[config.mk]
export PLATFORM = sky130hd
export DESIGN_NAME = cap_scan_ctrl
export DESIGN_NICKNAME = d
export VERILOG_FILES = /design/src/rtl/cap_scan_ctrl.sv
export SDC_FILE = /design/constraint.sdc
export NUM_CORES = 1
export LEC_CHECK = 0
export ABC_AREA = 1
export BUFFER_PORTS_ARGS = -buffer_cell sky130_fd_sc_hd__buf_2
export CAP_MARGIN = 40
export CORE_UTILIZATION = 31
export CTS_CLUSTER_SIZE = 8
export DETAILED_ROUTE_END_ITERATION = 7
export PLACE_DENSITY = 0.47
export SKIP_CTS_REPAIR_TIMING = 1
export SLEW_MARGIN = 15
export SYNTH_ARGS = -nofsm -noshare
export SYNTH_HDL_FRONTEND = slang
export SYNTH_SLANG_ARGS = --single-unit
[constraint.sdc]
create_clock -name clk -period 1.9 [get_ports clk]
set_clock_uncertainty 0.2 [all_clocks]
set_input_delay 0.19 -clock clk [delete_from_list [all_inputs] [get_ports clk]]
set_output_delay 0.19 -clock clk [all_outputs]
set_load 0.05 [all_outputs]
[src/rtl/cap_scan_ctrl.sv]
// Capacitive touch scanner: per channel, drive the pad low, release it, time the recharge, store count/touch.
// Latency: DRIVE_CYCLES + recharge time (max 255) + 2 cycles per channel; scan_done one cycle after last STORE.
// No backpressure: count_valid/scan_done are unconditioned strobes. Optional CAP_SCAN_BASELINE_EN adds baselines.
module cap_scan_ctrl #(
    parameter int NUM_CH       = 4,
    parameter int DRIVE_CYCLES = 3,
    parameter int THRESH       = 115
) (
    input  logic              clk,
    input  logic              reset,
    input  logic              enable,
    input  logic [NUM_CH-1:0] sense_in,
    output logic [NUM_CH-1:0] drive_oe,
    output logic [7:0]        count,
    output logic [2:0]        count_ch,
    output logic              count_valid,
    output logic [NUM_CH-1:0] touched,
    output logic              scan_done,
    output logic              busy
);

    localparam int CH_W = (NUM_CH > 1) ? $clog2(NUM_CH) : 1;

    typedef enum logic [1:0] {IDLE, DRIVE, SAMPLE, STORE} state_t;

    state_t            state;
    logic [NUM_CH-1:0] sync_1;
    logic [NUM_CH-1:0] sense_s;
    logic [CH_W-1:0]   ch;
    logic [CH_W-1:0]   ch_next;
    logic [7:0]        timer;
    logic              hit;
    logic              last_ch;

    assign ch_next = ch + 1'b1;
    assign last_ch = (ch == CH_W'(NUM_CH - 1));

    always_ff @(posedge clk) begin
        if (!reset) begin
            sync_1  <= '0;
            sense_s <= '0;
        end else begin
            sync_1  <= sense_in;
            sense_s <= sync_1;
        end
    end

`ifdef CAP_SCAN_BASELINE_EN
    logic [7:0]        baseline [NUM_CH];
    logic [NUM_CH-1:0] bl_valid;
    logic [8:0]        bl_limit;

    // 9-bit sum so a high baseline cannot wrap below the sample
    assign bl_limit = {1'b0, baseline[ch]} + 9'(THRESH);
    assign hit      = bl_valid[ch] && ({1'b0, timer} > bl_limit);

    always_ff @(posedge clk) begin
        if (!reset) begin
            for (int i = 0; i < NUM_CH; i++) begin
                baseline[i] <= '0;
            end
            bl_valid <= '0;
        end else if (state == STORE) begin
            if (!bl_valid[ch]) begin
                baseline[ch] <= timer;
                bl_valid[ch] <= 1'b1;
            end else if (!hit) begin
                if (timer > baseline[ch]) begin
                    baseline[ch] <= baseline[ch] + 8'd1;
                end else if (timer < baseline[ch]) begin
                    baseline[ch] <= baseline[ch] - 8'd1;
                end
            end
        end
    end
`else
    assign hit = (timer > 8'(THRESH));
`endif

    always_ff @(posedge clk) begin
        if (!reset) begin
            state       <= IDLE;
            ch          <= '0;
            timer       <= '0;
            drive_oe    <= '0;
            count       <= '0;
            count_ch    <= '0;
            count_valid <= 1'b0;
            touched     <= '0;
            scan_done   <= 1'b0;
            busy        <= 1'b0;
        end else begin
            count_valid <= 1'b0;
            scan_done   <= 1'b0;
            case (state)
                IDLE: begin
                    ch       <= '0;
                    drive_oe <= '0;
                    if (enable) begin
                        state    <= DRIVE;
                        timer    <= '0;
                        drive_oe <= NUM_CH'(1);
                        busy     <= 1'b1;
                    end
                end
                DRIVE: begin
                    if (timer == 8'(DRIVE_CYCLES - 1)) begin
                        state    <= SAMPLE;
                        timer    <= '0;
                        drive_oe <= '0;
                    end else begin
                        timer <= timer + 8'd1;
                    end
                end
                SAMPLE: begin
                    // timer saturates at 255 as the timeout value
                    if (sense_s[ch] || (timer == 8'hFF)) begin
                        state <= STORE;
                    end else begin
                        timer <= timer + 8'd1;
                    end
                end
                STORE: begin
                    count       <= timer;
                    count_ch    <= 3'(ch);
                    count_valid <= 1'b1;
                    touched[ch] <= hit;
                    if (last_ch) begin
                        state     <= IDLE;
                        ch        <= '0;
                        scan_done <= 1'b1;
                        busy      <= 1'b0;
                    end else begin
                        state    <= DRIVE;
                        ch       <= ch_next;
                        timer    <= '0;
                        drive_oe <= NUM_CH'(1) << ch_next;
                    end
                end
                default: begin
                    state    <= IDLE;
                    drive_oe <= '0;
                    busy     <= 1'b0;
                end
            endcase
        end
    end

endmodule

* Word level (Yosys, flattened, before mapping) *
Cells that the tools add are included.
W data, S select, Z words.

storage, ports and cells
  word-level logic and storage cells = 66
  bits of input ports = 7
  flip-flop bits (word level) = 41

operators by class
  eq/ne operators = 12
  add/subtract/negate cells = 2
  shift operators = 1
  reduce and logical (&&, ||, !) cells = 10
  $lt $le $gt $ge = 3
  mux-type cells = 26

operators by type and width
  kind                   number
  $mux W8                4
  $pmux W8 S4            1
  $ne A2 B2 Y1 const B   6
  $pmux W4 S3            1
  $reduce_and A3 Y1      4
  $add A8 B1 Y8 const B  1
  $eq A8 B2 Y1 const B   1
  $eq A8 B8 Y1 const B   1
  $gt A8 B7 Y1 const B   1
  $mux W1                8
  $mux W2                4
  $mux W4                2
  $pmux W2 S4            1
  $eq A2 B2 Y1 const B   3
  $bwmux W4              1
  $pmux W2 S2            1
  $shl A1 B2 Y4 const A  1
  $lt A2 B3 Y1 const B   1
  $reduce_bool A3 Y1     1
  $add A2 B1 Y2 const B  1
  $bmux W1 S2            1
  $demux W1 S2           1
  $eq A2 B1 Y1 const B   1
  $ge A2 B1 Y1 const B   1
  6 further kinds        6

* Depth between registers and ports, before layout *
Gate-level depths: netlist of the first run.

  depth in word-level cells = 5
  depth in mapped cells = 11
  mapped depth without buffers = 11

* Worst setup path before layout of the first run *
OpenSTA, ideal clock, no wires.

  path type = reg2reg
  start point = register state[0]
  end point = register timer[0]
  library setup time = 0.064 ns
  period minus slack after synthesis = 1.576 ns
  data arrival time = 1.312 ns
  cell stages (with the launch flop) = 8
  slack = 0.324 ns
  data required time = 1.636 ns
  buffers on the path = 1
  cell sequence = dfxtp_1 -> inv_1 -> ha_1 -> buf_1 -> nand2_1 -> nor2_1 -> nor2_1 -> nor2_1

on the way
  word-level cells in the longest chain between the ends = 3
  elaborated cells between the ends (all ways) = 9
  classes of those cells = eq/ne: 6; mux: 1; reduce/logical: 2

ends and longest elaborated chain
  item                                              line  text
  start: declaration                                26    state_t state;
  start signal: assignment                          82    state <= IDLE;
  start signal: assignment                          100   state <= DRIVE;
  start signal: assignment                          108   state <= SAMPLE;
  $eq A2 B2 Y1 or $logic_not A2 Y1 (tied branches)  95    case (state)
  $ne A2 B2 Y1 (no source line)                     --
  $reduce_and A3 Y1 (no source line)                --
  end signal: assignment                            112   timer <= timer + 8'd1;
  end signal: assignment                            120   timer <= timer + 8'd1;
  end: declaration                                  31    logic [7:0] timer;

Several ways; a longest one is shown, not always the timed one.
A chain may end at the register's enable or synchronous reset.

* Worst setup path after layout of the first run *
  start point = register state[1]
  end point = register timer[0]

The elaborated chain is that of the path after synthesis.

==> results.sh, run 1 <==
export IMPL_tns_ns=0
export IMPL_synth_top_cells_by_count="nand2_1, inv_1, dfxtp_1, nor2_1, a21oi_1"
export IMPL_min_to="drive_oe[0]$_SDFFE_PN0P_"
export IMPL_die_w_um=81.9
export IMPL_finalCritPeriodShare=0.911
export IMPL_antenna_left=0
export IMPL_synth_fa_ha_area_frac=0.0886
export IMPL_ys_flop_type="dfxtp_1"
export IMPL_synth_xor_xnor_area_share=0.00443
export IMPL_fin_nets=341
export IMPL_synth_mux_area_frac=0
export IMPL_synth_cell_types=24
export IMPL_clock_path_buffers=2
export IMPL_drt_pass1_iterations=4
export IMPL_async_flop_share=0
export IMPL_via_count=1733
export IMPL_finalWorstPathRequiredPeriod_ns=1.73
export IMPL_overflow=0
export IMPL_io_buffers=27
export IMPL_min_path_type="input pin to register"
export IMPL_crit_fanout=7
export IMPL_worstPathArrival_ns=1.77
export IMPL_gp_congestion=0.819
export IMPL_rsz0062_at_grt="no"
export IMPL_syn_avg_cell_area_um2=7.14
export IMPL_hp_start="enable"
export IMPL_fp_coreArea_mm2=0.00603
export IMPL_setup_violations=0
export IMPL_track_usage=0.147
export IMPL_critPathKind="register to register"
export IMPL_rr_endpoint="timer[0]$_SDFFE_PN0P_"
export IMPL_syn_instance_count=277
export IMPL_synth_edf_count=0
export IMPL_worstHoldPathCells=5
export IMPL_synth_top_area_frac=0.415
export IMPL_yosys_area_share_simple=0.252
export IMPL_die_area_mm2=0.00670
export IMPL_clkTransAtPathRegs_ns=0.08
export IMPL_cts_root_buffer_cell="clkbuf_8"
export IMPL_antenna_found_initial=0
export IMPL_max_freq_mhz=578
export IMPL_rows=28
export IMPL_wl_per_cell_um=11.1
export IMPL_max_vdd_ir_drop_mv=0.490
export IMPL_cts_tree="done"
export IMPL_start_util=0.328
export IMPL_worstSetupEndpointType="register"
export IMPL_top_layer="met4"
export IMPL_insertion_delay_ns=0.30
export IMPL_antenna_cells=0
export IMPL_hold_viol=0
export IMPL_r2r_slack_ns=0.17
export IMPL_synth_compound_area_frac=0.136
export IMPL_synth_top_family_by_area="simple AND/OR/NAND/NOR gates"
export IMPL_dpl_hpwl_mm=3.25
export IMPL_leakagePower_nw=1.24
export IMPL_final_layout_size_suffix_gt1_frac=0.174
export IMPL_max_cap_violations=0
export IMPL_status="complete, no violations"
export IMPL_worstPathRequired_ns=1.94
export IMPL_p_per_area_mw_per_mm2=1430
export IMPL_ys_seq_area_frac=0.415
export IMPL_drv_slew=0
export IMPL_wl_met2_mm=1.75
export IMPL_power_total_mw=3.48
export IMPL_ff2ff_path_depth=8
export IMPL_vias_per_cell=4.38
export IMPL_placed_cells=384
export IMPL_reg2reg_from="state[1]$_SDFFE_PN0P_"
export IMPL_totalWireLength_mm=4.40
export IMPL_synth_area_leaders="dfxtp_1, nand2_1, ha_1"
export IMPL_drc=0
export IMPL_grt_first_pass_wirelength_mm=7.29
export IMPL_wl_met3_um=191
export IMPL_synth_area_mm2=0.00198
export IMPL_wl_met1_mm=2.37
export IMPL_yosysTopAreaCell="dfxtp_1"
export IMPL_cp_start_kind="register"
export IMPL_synth_yosys_warnings=0
export IMPL_die_y_um=81.9
export IMPL_final_cells=396
export IMPL_htreeDepth=2
export IMPL_drt_iter0_drc=72
export IMPL_boundaryPins=29
export IMPL_grt_max_degree=29
export IMPL_clock_sinks=41
export IMPL_grt_pass1_vias=1555
export IMPL_synth_nets=298
export IMPL_ys_seq_elements=41
export IMPL_cts_buffers=5
export IMPL_syn_to_final_growth_pct=23.0
export IMPL_synth_most_common_cell="nand2_1"
[kinds of logic (layout without fill, tap and decap cells)]
logic type      after synthesis  after routing
simple gates                119            119
buf+inv                      52             96
compound gates               49             49
flops                        41             41
fa+ha+maj                    14             14
other cells                   1              1
xor+xnor                      1              1
[per-stage QoR]
stage                     instance area (um^2)  worst slack, ns   util  hold WS (ns)
final                                     2430            0.169  0.404         0.139
after global routing                      2430          0.00913  0.404         0.182
after CTS                                 2390            0.152  0.396        -0.143
after detailed placement                  2270            0.187  0.377         0.177
after global placement                    2270            0.194  0.377         0.169
after floorplan                           1980            0.324      -        0.0876
[worst max-delay path, stage by stage, from the launching register on]
cell and delay (ns):
dfxtp_1 0.34, inv_1 0.12, ha_1 0.36, o21ai_1 0.16, nand2_1 0.19, nand2_1 0.10, nor2_1 0.09, nor2_1 0.05
nor2_1 0.08
[sequential cells by signal, summed over array words and instances, names as in the netlist]
register,count
drive_oe,4
ch,2
sync_1,4
count_ch,2
count_valid,1
touched,4
sense_s,4
state,2
busy,1
scan_done,1
count,8
timer,8
[worst max-delay path by stage]
| stage | from | end | slack [ns] | depth (start not counted) |
|---|---|---|---|---|
| 2_1_floorplan | state[0]$_SDFFE_PN0P_ | timer[0]$_SDFFE_PN0P_ | 0.32 | 7 |
| 3_3_place_gp | state[0]$_SDFFE_PN0P_ | drive_oe[2]$_SDFFE_PN0P_ | 0.19 | 6 |
| 3_5_place_dp | state[0]$_SDFFE_PN0P_ | drive_oe[3]$_SDFFE_PN0P_ | 0.19 | 6 |
| 4_1_cts | state[0]$_SDFFE_PN0P_ | drive_oe[2]$_SDFFE_PN0P_ | 0.15 | 6 |
| 5_1_grt | timer[0]$_SDFFE_PN0P_ | drive_oe[0]$_SDFFE_PN0P_ | 0.009 | 9 |
| 6_report | state[1]$_SDFFE_PN0P_ | timer[0]$_SDFFE_PN0P_ | 0.17 | 8 |
[routing by layer]
metal	global-route usage	vias to the layer above
met3	0.0344	7
met5	0	-
met1	0.199	742
met4	0.0684	0
met2	0.217	32
li1	-	952
[cell usage in the layout (no fill, tap or decap), types with 4 or more instances in the layout]
cell / synthesis / final
a21oi_1: 23 / 23
ha_1: 14 / 14
dlygate4sd3_1: 0 / 4
o21ai_0: 17 / 17
clkbuf_8: 0 / 5
buf_4: 1 / 15
inv_1: 42 / 42
dfxtp_1: 41 / 41
buf_2: 3 / 27
nand3_1: 21 / 21
nand2_1: 64 / 64
nor2_1: 28 / 28
[layout make-up]
type,instances,area (um^2)
fillers,681,3590
multi-input cells,184,962
flip-flops and latches,41,821
repair buffers,46,288
inverters,42,158
well taps,75,93.8
clock buffers,6,72.6
clock inverters,2,38.8
[report_power, final]
| group | internal [mW] | switching (mW) | leakage, nW | total (mW) |
|---|---|---|---|---|
| sequential | 1.01 | 0.106 | 0.335 | 1.12 |
| combinational | 0.549 | 1.10 | 0.850 | 1.65 |
| clock | 0.395 | 0.318 | 0.0554 | 0.712 |
Note: power is estimated with default switching activity, not from simulation.
==> run 2, diff against run 1 <==
- SETUP_SLACK_MARGIN: not set -> 0.2
==> run 2 against run 1 <==
Global-route usage did not move. Clock power barely moved. Register-to-register slack improved by 0.14 ns. Critical path type unchanged. Sequential cell count did not move. Worst hold slack improved by 0.0074 ns. Final cell count did not move. Highest routed layer unchanged.
==> results.sh, run 2 (synthesized netlist as in run 1, its figures left out) <==
export IMPL_grt_first_pass_wirelength_mm=7.29
export IMPL_setup_violations=0
export IMPL_crit_family="simple AND/OR/NAND/NOR gates"
export IMPL_die_area_mm2=0.00670
export IMPL_rows=28
export IMPL_tns_ns=0
export IMPL_utilization=0.412
export IMPL_totalWireLength_mm=4.40
export IMPL_drc=0
export IMPL_boundaryPins=29
export IMPL_final_fill_count=675
export IMPL_cts_tree="done"
export IMPL_grt_pass1_vias=1555
export IMPL_rr_endpoint="timer[1]$_SDFFE_PN0P_"
export IMPL_fin_nets=341
export IMPL_clkTransAtPathRegs_ns=0.08
export IMPL_finalCritPeriodShare=0.838
export IMPL_cp_slowest_stage_delay_ns=0.37
export IMPL_reg_top3="count: 8 flops, timer: 8 flops"
export IMPL_min_path_type="input pin to register"
export IMPL_htreeDepth=2
export IMPL_cp_slowest_cell="dfxtp_4"
export IMPL_max_vdd_ir_drop_mv=0.484
export IMPL_layout_commonest_cell="nand2_1"
export IMPL_clock_sinks=41
export IMPL_worstHoldPathCells=5
export IMPL_cp_start_kind="register"
export IMPL_path_cells="ha_1, nand3_2, inv_1, nand2_2, nand2_2, a21oi_2, buf_4, nand2_1, nand2_1, nor2_1"
export IMPL_antenna_found_initial=0
export IMPL_drv_slew=0
export IMPL_p_per_area_mw_per_mm2=1430
export IMPL_wl_per_cell_um=11.1
export IMPL_via_count=1734
export IMPL_cts_buffers=5
export IMPL_antenna_cells=0
export IMPL_crit_fanout=5
export IMPL_min_to="drive_oe[0]$_SDFFE_PN0P_"
export IMPL_start_util=0.328
export IMPL_clock_path_buffers=2
export IMPL_drt_iter0_drc=63
export IMPL_io_buffers=27
export IMPL_finalWorstPathRequiredPeriod_ns=1.59
export IMPL_hold_viol=0
export IMPL_cts_root_buffer_cell="clkbuf_8"
export IMPL_leakagePower_nw=1.24
export IMPL_vias_per_cell=4.38
export IMPL_insertion_delay_ns=0.30
export IMPL_final_cells=396
export IMPL_rsz0062_at_grt="yes"
export IMPL_reg2reg_from="timer[0]$_SDFFE_PN0P_"
export IMPL_hp_start="enable"
export IMPL_critPathKind="register to register"
export IMPL_drt_pass1_iterations=4
export IMPL_final_cell_mix="nand2_1, inv_1, dfxtp_1, buf_2, nor2_1"
export IMPL_gp_congestion=0.819
export IMPL_die_y_um=81.9
export IMPL_antenna_left=0
export IMPL_ff2ff_path_depth=10
export IMPL_die_w_um=81.9
export IMPL_overflow=0
export IMPL_worstPathRequired_ns=1.90
export IMPL_holdWs_ns=0.146
export IMPL_max_freq_mhz=628
export IMPL_placed_cells=384
export IMPL_grt_max_degree=29
export IMPL_dpl_hpwl_mm=3.25
export IMPL_r2r_slack_ns=0.31
export IMPL_status="complete, no violations"
export IMPL_power_total_mw=3.56
export IMPL_max_cap_violations=0
export IMPL_worstPathArrival_ns=1.59
export IMPL_track_usage=0.147
export IMPL_crit_buf_inv=2
export IMPL_worstSetupEndpointType="register"
export IMPL_final_layout_size_suffix_gt1_frac=0.240
export IMPL_fp_coreArea_mm2=0.00603
export IMPL_syn_to_final_growth_pct=25.5
==> run 2: cell counts in the layout (fill, tap and decap cells not counted) <==
No cell type changed its count.
==> run 2: worst reg2reg max path, cell delays in order, from the launching register on <==
cell,delay [ns]
dfxtp_4,0.37
ha_1,0.22
nand3_2,0.09
inv_1,0.06
nand2_2,0.07
nand2_2,0.08
a21oi_2,0.12
buf_4,0.14
nand2_1,0.06
nand2_1,0.05
nor2_1,0.04
==> run 2: worst max path at each step <==
stage                           from                        to  cells past startpoint
2_1_floorplan  state[0]$_SDFFE_PN0P_     timer[0]$_SDFFE_PN0P_                      7
3_3_place_gp   state[0]$_SDFFE_PN0P_  drive_oe[2]$_SDFFE_PN0P_                      6
3_5_place_dp   state[0]$_SDFFE_PN0P_  drive_oe[3]$_SDFFE_PN0P_                      6
6_report       timer[0]$_SDFFE_PN0P_     timer[1]$_SDFFE_PN0P_                     10
5_1_grt        timer[0]$_SDFFE_PN0P_     timer[1]$_SDFFE_PN0P_                     10
4_1_cts        state[0]$_SDFFE_PN0P_  drive_oe[2]$_SDFFE_PN0P_                      6
==> run 2: final cells by class <==
type,instances,area (um^2),area share
Multi-Input combinational cell,184,1000,0.404
Sequential cell,41,830,0.334
Timing Repair Buffer,46,288,0.116
Inverter,42,158,0.0635
Tap cell,75,93.8,0.0378
Clock buffer,6,72.6,0.0292
Clock inverter,2,38.8,0.0156
==> run 2: power breakdown <==
part	switching, mW	internal, mW	total (mW)
clock network	0.318	0.395	0.713
logic	1.13	0.583	1.71
registers	0.112	1.02	1.13
==> run 2: metal layers <==
layer	up-vias	global-route usage	wire length, um
li1	952	-	-
met1	740	0.199	2390
met2	36	0.217	1770
met3	6	0.0344	173
met4	0	0.0684	72
met5	-	0	0
==> run 2: per-stage QoR <==
stage                     area [um^2]  setup WS, ns
after floorplan                  1980         0.324
after global placement           2270         0.194
after detailed placement         2270         0.187
after CTS                        2390         0.152
after global routing             2480         0.201
final                            2480         0.308
==> run 3, diff against run 2 <==
- ABC_AREA: 1 -> 0
- clock period: 1.9 -> 1.6 ns (I/O delays scaled with it)
==> run 3 against run 2 <==
The flow now finishes with violations (negative setup slack). Via count up 2.0%. Global-route usage up 1.3 points. Die area shrank 2.3%. Wire length grew 17%. Power grew 3.1%. Synthesized cell count shrank 24%. Synthesized area fell by 2.4%. Utilization increased by 7.2 points. Non-clock buffer count rose by 32. Register-to-register slack worse by 0.70 ns. Largest cell class unchanged. Highest routed layer unchanged.
==> results.sh, run 3 <==
export IMPL_gp_congestion=0.789
export IMPL_clock_sinks=41
export IMPL_dpl_hpwl_mm=3.37
export IMPL_track_usage=0.159
export IMPL_grt_max_degree=24
export IMPL_wl_per_cell_um=14.3
export IMPL_finalWorstPathRequiredPeriod_ns=1.99
export IMPL_finalCritPeriodShare=1.24
export IMPL_crit_fanout=8
export IMPL_insertion_delay_ns=0.29
export IMPL_final_cells=359
export IMPL_rsz0062_at_grt="yes"
export IMPL_grt_first_pass_wirelength_mm=7.89
export IMPL_drt_pass1_iterations=4
export IMPL_critPathKind="register to register"
export IMPL_synth_yosys_warnings=0
export IMPL_synth_most_common_cell="dfxtp_1"
export IMPL_ys_seq_elements=41
export IMPL_final_layout_size_suffix_gt1_frac=0.444
export IMPL_rows=28
export IMPL_async_flop_share=0
export IMPL_cp_start_kind="register"
export IMPL_fin_area_mm2=0.00288
export IMPL_hold_viol=0
export IMPL_cts_root_buffer_cell="clkbuf_8"
export IMPL_reg_top3="count: 8 flops, timer: 8 flops"
export IMPL_worstPathRequired_ns=1.58
export IMPL_cts_buffers=5
export IMPL_placed_cells=342
export IMPL_power_total_mw=3.67
export IMPL_max_cap_violations=0
export IMPL_synth_cell_types=42
export IMPL_drv_slew=0
export IMPL_syn_avg_cell_area_um2=9.15
export IMPL_max_freq_mhz=503
export IMPL_p_per_area_mw_per_mm2=1270
export IMPL_max_vdd_ir_drop_mv=0.760
export IMPL_die_y_um=80.9
export IMPL_antenna_left=0
export IMPL_syn_to_final_growth_pct=49.4
export IMPL_io_buffers=27
export IMPL_worstSetupEndpointType="register"
export IMPL_clock_path_buffers=2
export IMPL_boundaryPins=29
export IMPL_antenna_found_initial=0
export IMPL_dpl_instance_area_mm2=0.00249
export IMPL_drt_iter0_drc=82
export IMPL_clkTransAtPathRegs_ns=0.08
export IMPL_ys_flop_type="dfxtp_1"
export IMPL_via_count=1768
export IMPL_antenna_cells=0
export IMPL_start_util=0.324
export IMPL_finalWorstSetupSlack_ns=-0.388
export IMPL_fp_coreArea_mm2=0.00596
export IMPL_syn_instance_count=211
export IMPL_overflow=0
export IMPL_synth_area_mm2=0.00193
export IMPL_status="finished, violations left"
export IMPL_die_w_um=80.9
export IMPL_die_area_mm2=0.00655
export IMPL_vias_per_cell=4.92
export IMPL_synth_area_leaders="dfxtp_1, ha_1, mux2i_1"
export IMPL_synth_nets=232
export IMPL_ys_seq_area_frac=0.425
export IMPL_htreeDepth=2
export IMPL_final_fill_count=581
export IMPL_yosysTopAreaCell="dfxtp_1"
export IMPL_totalWireLength_mm=5.13
export IMPL_layout_commonest_cell="buf_4"
export IMPL_tns_ns=-3.99
export IMPL_synth_top_area_frac=0.425
export IMPL_multi_input_area_mm2=0.00121
export IMPL_final_cell_mix="buf_4, dfxtp_1, buf_2, nor2_1, nand2_1"
export IMPL_area_sequential_um2=845
export IMPL_setup_violations=15
export IMPL_cts_tree="done"
export IMPL_synth_edf_count=0
export IMPL_synth_top_cells_by_count="dfxtp_1, nor2_1, ha_1, nand2_1, a21oi_1"
export IMPL_leakagePower_nw=1.17
export IMPL_grt_pass1_vias=1647
export IMPL_drc=0
export IMPL_fin_nets=304
export IMPL_min_path_type="input pin to register"
export IMPL_violations="negative setup slack"
export IMPL_worstPathArrival_ns=1.97
## run 3: routing by layer
metal / track usage / wire length [um] / vias to the layer above
li1: - / - / 895
met1: 0.208 / 2380 / 844
met2: 0.261 / 2570 / 22
met3: 0.0303 / 129 / 7
met4: 0.0571 / 55 / 0
met5: 0 / 0 / -
## run 3: power by group
group | internal [mW] | leakage [nW] | switching [mW]
Clock | 0.446 | 0.0566 | 0.365
Sequential | 1.10 | 0.338 | 0.0693
Combinational | 0.824 | 0.776 | 0.866
## run 3: kinds of logic after synthesis
logic type | share of synthesized area
fa+ha+maj | 0.0907
compound gates | 0.167
other cells | 0.00194
mux | 0.0635
buf+inv | 0.0525
flops | 0.425
simple gates | 0.200
## run 3: worst paths after layout
path,from,end,slack (ns),depth (start not counted)
worst max-delay path,ch[0]$_SDFFE_PN0N_,timer[3]$_SDFFE_PN0P_,-0.39,4
worst min-delay path,reset,timer[7]$_SDFFE_PN0P_,0.09,4
worst max register to register,ch[0]$_SDFFE_PN0N_,timer[3]$_SDFFE_PN0P_,-0.39,4
worst min register to register,sync_1[2]$_SDFF_PN0_,sense_s[2]$_SDFF_PN0_,0.24,1
## run 3: cell type report
cell class              count  share of cell area
clock buffers               8              0.0386
inverters                  11              0.0169
flip-flops and latches     41               0.293
multi-input cells         146               0.419
repair buffers             78               0.200
well taps                  75              0.0325
## run 3: metrics by stage
stage	worst slack, ns	util	hold WS (ns)
global placement	-0.338	0.418	0.166
detailed placement	-0.368	0.418	0.171
finish	-0.388	0.484	0.0947
global route	-0.438	0.484	0.124
CTS	-0.380	0.437	-0.136
floorplan	-0.306	-	0.0873
## run 3: worst max-delay path, cell delays in order, from the launching register on
cell      delay [ns]
dfxtp_4         0.36
mux4_2          0.50
a2111o_1        0.46
a22oi_1         0.26
o22ai_1         0.10
